## src/rtl/alu_arbiter.sv

```systemverilog
// alu_arbiter: two valid/ready requesters share one alu_dp; results return tagged with the requester id.
// Optional build macro ALU_ARBITER_ILLEGAL_OP_EN adds rsp_err and zeroes result/flags for opcodes 5-7.

module alu_dp (
    input  logic [2:0]  op,
    input  logic [31:0] a,
    input  logic [31:0] b,
    output logic [31:0] r,
    output logic [3:0]  flags
);
    always_comb begin
        r = '0;
        case (op)
            3'd0:    r = a + b;
            3'd1:    r = a - b;
            3'd2:    r = a & b;
            3'd3:    r = a | b;
            3'd4:    r = a ^ b;
            default: r = '0;
        endcase
        flags = {a > b, a < b, a == b, a != b};
    end
endmodule

// state | meaning
// IDLE  | waiting for a request; the granted requester sees ready
// EXEC  | operands registered, ALU result captured at the next edge
// RESP  | response held on rsp_* until the consumer takes it
module alu_arbiter #(
    parameter int PRIO_MODE = 0,
    parameter int CNT_W     = 16
) (
    input  logic             clk,
    input  logic             rst_n,
    input  logic             req0_valid,
    output logic             req0_ready,
    input  logic [2:0]       req0_op,
    input  logic [31:0]      req0_a,
    input  logic [31:0]      req0_b,
    input  logic             req1_valid,
    output logic             req1_ready,
    input  logic [2:0]       req1_op,
    input  logic [31:0]      req1_a,
    input  logic [31:0]      req1_b,
    output logic             rsp_valid,
    input  logic             rsp_ready,
    output logic             rsp_id,
    output logic [31:0]      rsp_r,
    output logic [3:0]       rsp_flags,
`ifdef ALU_ARBITER_ILLEGAL_OP_EN
    output logic             rsp_err,
`endif
    output logic             busy,
    output logic [CNT_W-1:0] done_cnt
);
    typedef enum logic [1:0] {IDLE, EXEC, RESP} arbStateT;

    arbStateT    state;
    logic        lastGrant;
    logic        grantId;
    logic        anyValid;
    logic        accept;
    logic [2:0]  opReg;
    logic [31:0] aReg;
    logic [31:0] bReg;
    logic        idReg;
    logic [31:0] aluR;
    logic [3:0]  aluFlags;

    alu_dp uAlu (
        .op    (opReg),
        .a     (aReg),
        .b     (bReg),
        .r     (aluR),
        .flags (aluFlags)
    );

    assign anyValid = req0_valid | req1_valid;

    always_comb begin
        grantId = req1_valid;
        if (req0_valid && req1_valid)
            grantId = (PRIO_MODE == 1) ? 1'b0 : ~lastGrant;
    end

    // Gated by rst_n so neither requester sees ready while reset is held.
    assign accept     = rst_n && (state == IDLE) && anyValid;
    assign req0_ready = accept && !grantId;
    assign req1_ready = accept && grantId;
    assign busy       = (state != IDLE);

    always_ff @(posedge clk) begin
        if (!rst_n) begin
            state     <= IDLE;
            lastGrant <= 1'b1;
            opReg     <= '0;
            aReg      <= '0;
            bReg      <= '0;
            idReg     <= 1'b0;
            rsp_valid <= 1'b0;
            rsp_id    <= 1'b0;
            rsp_r     <= '0;
            rsp_flags <= '0;
`ifdef ALU_ARBITER_ILLEGAL_OP_EN
            rsp_err   <= 1'b0;
`endif
            done_cnt  <= '0;
        end else begin
            case (state)
                IDLE: begin
                    if (anyValid) begin
                        opReg     <= grantId ? req1_op : req0_op;
                        aReg      <= grantId ? req1_a  : req0_a;
                        bReg      <= grantId ? req1_b  : req0_b;
                        idReg     <= grantId;
                        lastGrant <= grantId;
                        state     <= EXEC;
                    end
                end
                EXEC: begin
                    rsp_r     <= aluR;
                    rsp_flags <= aluFlags;
                    rsp_id    <= idReg;
                    rsp_valid <= 1'b1;
`ifdef ALU_ARBITER_ILLEGAL_OP_EN
                    rsp_err   <= (opReg > 3'd4);
                    if (opReg > 3'd4)
                        rsp_flags <= '0;
`endif
                    state     <= RESP;
                end
                RESP: begin
                    if (rsp_ready) begin
                        rsp_valid <= 1'b0;
                        done_cnt  <= done_cnt + CNT_W'(1);
                        state     <= IDLE;
                    end
                end
                default: state <= IDLE;
            endcase
        end
    end
endmodule

```

## config.mk

```make
export PLATFORM = sky130hd
export DESIGN_NAME = alu_arbiter
export DESIGN_NICKNAME = d
export VERILOG_FILES = /design/src/rtl/alu_arbiter.sv
export SDC_FILE = /design/constraint.sdc
export NUM_CORES = 1
export LEC_CHECK = 0
export BUFFER_PORTS_ARGS = -buffer_cell sky130_fd_sc_hd__clkbuf_2
export CAP_MARGIN = 20
export CORE_MARGIN = 3
export CORE_UTILIZATION = 57
export CTS_BUF_LIST = sky130_fd_sc_hd__clkbuf_16
export DETAILED_ROUTE_END_ITERATION = 10
export PLACE_DENSITY = 0.82
export REMOVE_ABC_BUFFERS = 1
export SYNTH_ARGS = -nofsm -noshare
export SYNTH_HDL_FRONTEND = slang
export SYNTH_SLANG_ARGS = --single-unit
```

## constraint.sdc

```tcl
create_clock -name clk -period 3.8 [get_ports clk]
set_input_delay 1.14 -clock clk [delete_from_list [all_inputs] [get_ports clk]]
set_output_delay 1.14 -clock clk [all_outputs]
set_load 0.05 [all_outputs]
```

==> impl_results.md <==
- CTS tree: done
- Worst hold margin: 0.453 ns
- Post-synth ARST share: 0%
- Dominant synthesized flop cell: dfxtp_1
- Clock transition at the registers of the reported paths: around 0.070 ns
- Total gr overflow: 0
- Vias in the first global route: roughly 9900
- Htree depth: 4
- WP data required: a little over 4 ns
- Share of cells above drive strength 1: 19.3%
- Post-cts hold buffer count: 0
- Nets: approximately 1700
- Remaining DRCs: 0
- Area leader, netlist: dfxtp_1
- CP endpoint kind: flip-flop
- Mapped Area: 10300 µm²
- CORE AREA: 17500 µm²
- Largest net degree at the start of global routing: 69
- Post-synth EDFFs: 0
- Setup bufs post-CTS: 0
- Pwr/cell area: around 470 nW/µm²
- Setup TNS Final: 0 ns
- Total wire length: ~32000 µm
- Leak: 5.29 nW
- Layout area overhead: 16.3%
- First-pass GRT wire length: about 52000 µm
- Placer congestion estimate: between 1 and 1.5
- Syn Area/Cell: just under 8 µm²
- Final Skew: 0.0109 ns
- Hold/Removal Path Class: flip-flop to flip-flop
- Worst path max stage delay: approximately 0.53 ns
- Root Buffer: clkbuf_16
- Most Used Layer, Global Route: met2
- Cells after Synth: 1338
- Flip-flop and latch count after synthesis: 125
- Post-layout worst setup margin: between 0.3 and 0.4 ns
- Worst-Margin Slew: approximately 0.88 ns
- Max_cap viols: 0
- Yosys warning total: 0
- Num rows: 48
- Io pins: about 200
- Initial antenna violation count: 0
- Area fraction of the dominant cell type after synthesis: 24.3%
- Post-CTS Resized: 0
- N_diodes: 0
- Critical path class: flip-flop to flip-flop
- Met3 usage: 6.21%
- Cell area after layout: between 10000 and 15000 µm²
- Initial DRC Count: roughly 1000
- Total CTS buffers: 17
- Critical Path, Cell by Cell: inv_1 > ha_1 > nand3_1 > or3_1 > nor4_1 > nor3_2 > o21ai_0 > a311oi_1 > buf_4 > nor2_1 > a311oi_1 > nor4_1
- Fin crit period: roughly 3.5 ns
- Fin. max-slew vios: 0
- Routed vias/inst: 6.05
- Slowest CP cell: ha_1
- Synth cell types: 79
- Sequential area share after synthesis: between 20% and 30%
- Arrival time at the worst endpoint: between 3 and 4 ns
- Top post-synthesis cells by area: dfxtp_1, ha_1, mux2i_1, nor2_1, a211oi_1
- Met1 GRT Util: roughly 43%
- Post-DRT Antenna Nets: 0
- Final Setup Violations: 0
- CTS sink count: about 130
- Count of input and output buffers: a little under 200
- Fin crit share: slightly above 90%
- Max VDD drop: about 360 µV
- Gr usage total: about a third
- Avg WL per Cell: between 15 and 20 µm
- Global Route met2 Usage: 53.0%
- DIE AREA: between 15000 and 20000 µm²
- F_max: slightly below 300 MHz
- Worst Path Max Fanout: 12
- Hpwl dp: approximately 24000 µm
- Worst setup SP type: flip-flop
- Status: finished, final reports clean
- RSZ-0062 raised after global routing: no
- Placed cell areas: 11400 µm²
- Max-slew headroom: approximately two fifths
- Worst-case clock buffer depth: 2
- Routed via count: about 10000
- First-pass DRT Iterations: 8
- Hold Fails Final Rpt: 0
- Die Y: approximately 140 µm
- Pre-CTS setup slack: about 0.22 ns
- Initial Utilization: slightly below 60%
- Clock Latency Late Sink: around 0.43 ns
- Internal reg-to-reg setup slack: 0.35 ns
- Die Width: 141 µm
layer usage:
| layer | wire length [µm] | up-vias |
|---|---|---|
| met1 | 14000 | 4847 |
| met2 | 14800 | 462 |
| met4 | 842 | 0 |
| met5 | 0 | - |
| li1 | - | 5118 |
| met3 | 2640 | 63 |
metrics by stage:
step	util (%)	total power [mW]	std cells
3_5_place_dp	65.2	3.96	1703
5_1_grt	68.7	6.02	1735
4_1_cts	68.6	5.65	1735
3_3_place_gp	65.2	3.95	1703
2_1_floorplan	-	3.30	1248
6_report	68.7	5.69	1735
cell usage after synthesis, types with 11 or more instances:
cell type / n
nor3_1: 26
o31ai_1: 11
ha_1: 100
a21oi_1: 105
nor2b_1: 16
nor2_1: 177
o21ai_0: 69
a211oi_1: 82
mux2i_1: 70
clkbuf_1: 56
nand2_1: 78
xor2_1: 15
inv_1: 96
xnor2_1: 19
o211ai_1: 12
or3_1: 13
buf_1: 11
nand3_1: 26
o21bai_1: 15
and3_1: 14
a22oi_1: 12
dfxtp_1: 125
path summary, 6_finish.rpt:
check	from	to	cells past startpoint
worst max-delay path	aReg[14]	rsp_r[28]	12
worst min-delay path	rsp_r[11]	rsp_r[11]	2
worst max register to register	aReg[14]	rsp_r[28]	12
worst min register to register	rsp_r[11]	rsp_r[11]	2
cells in the final DEF, fill, tap and decap left out, types with 13 or more instances in the layout:
cell	netlist	layout
clkbuf_2	1	195
nor2_1	177	175
dfxtp_1	125	124
a21oi_1	105	105
ha_1	100	100
inv_1	96	96
a211oi_1	82	81
nand2_1	78	78
mux2i_1	70	70
o21ai_0	69	69
buf_4	2	35
nor3_1	26	26
nand3_1	26	26
xnor2_1	19	19
clkbuf_16	0	17
o21bai_1	15	15
nor2b_1	16	15
xor2_1	15	15
and3_1	14	14
or3_1	13	13
power by group:
group	internal, mW	total [mW]	switching (mW)
sequential	1.45	1.58	0.130
clock	0.937	1.69	0.755
combinational	0.878	2.43	1.55
total	3.26	5.69	2.43
cell families (layout without fill, tap and decap cells):
family                     Yosys count  after routing  share of synthesized area [%]
adders and majority gates          102            102                           12.5
DFF                                125            125                           24.3
and+or+nand+nor                    405            405                           18.1
muxes                               72             72                           7.12
xor gates and xnor gates            34             34                           2.89
AOI/OAI and AO/OA                  413            413                           27.1
buffers and inverters              187            359                           8.10
layout make-up:
cell class | count | area [µm²]
multi-input cells | 1026 | 7010
clock inverters | 15 | 174
clock buffers | 17 | 425
fillers | 1464 | 5480
inverters | 97 | 365
repair buffers | 230 | 1240
flip-flops and latches | 125 | 2500
well taps | 225 | 282
state kept, by name, indices dropped and copies added (netlist names), 2 cells and up:
signal     cells
aReg          32
bReg          32
rsp_r         32
done_cnt      16
rsp_flags      4
opReg          3
state          2
critical path: cells and delay by family (launching register included):
family,cells,cell delay [ns]
and+or+nand+nor,6,1.73
adders and majority gates,1,0.53
AOI/OAI and AO/OA,3,0.48
DFF,1,0.37
buffers and inverters,2,0.25
(Power assumes the default switching activity.)
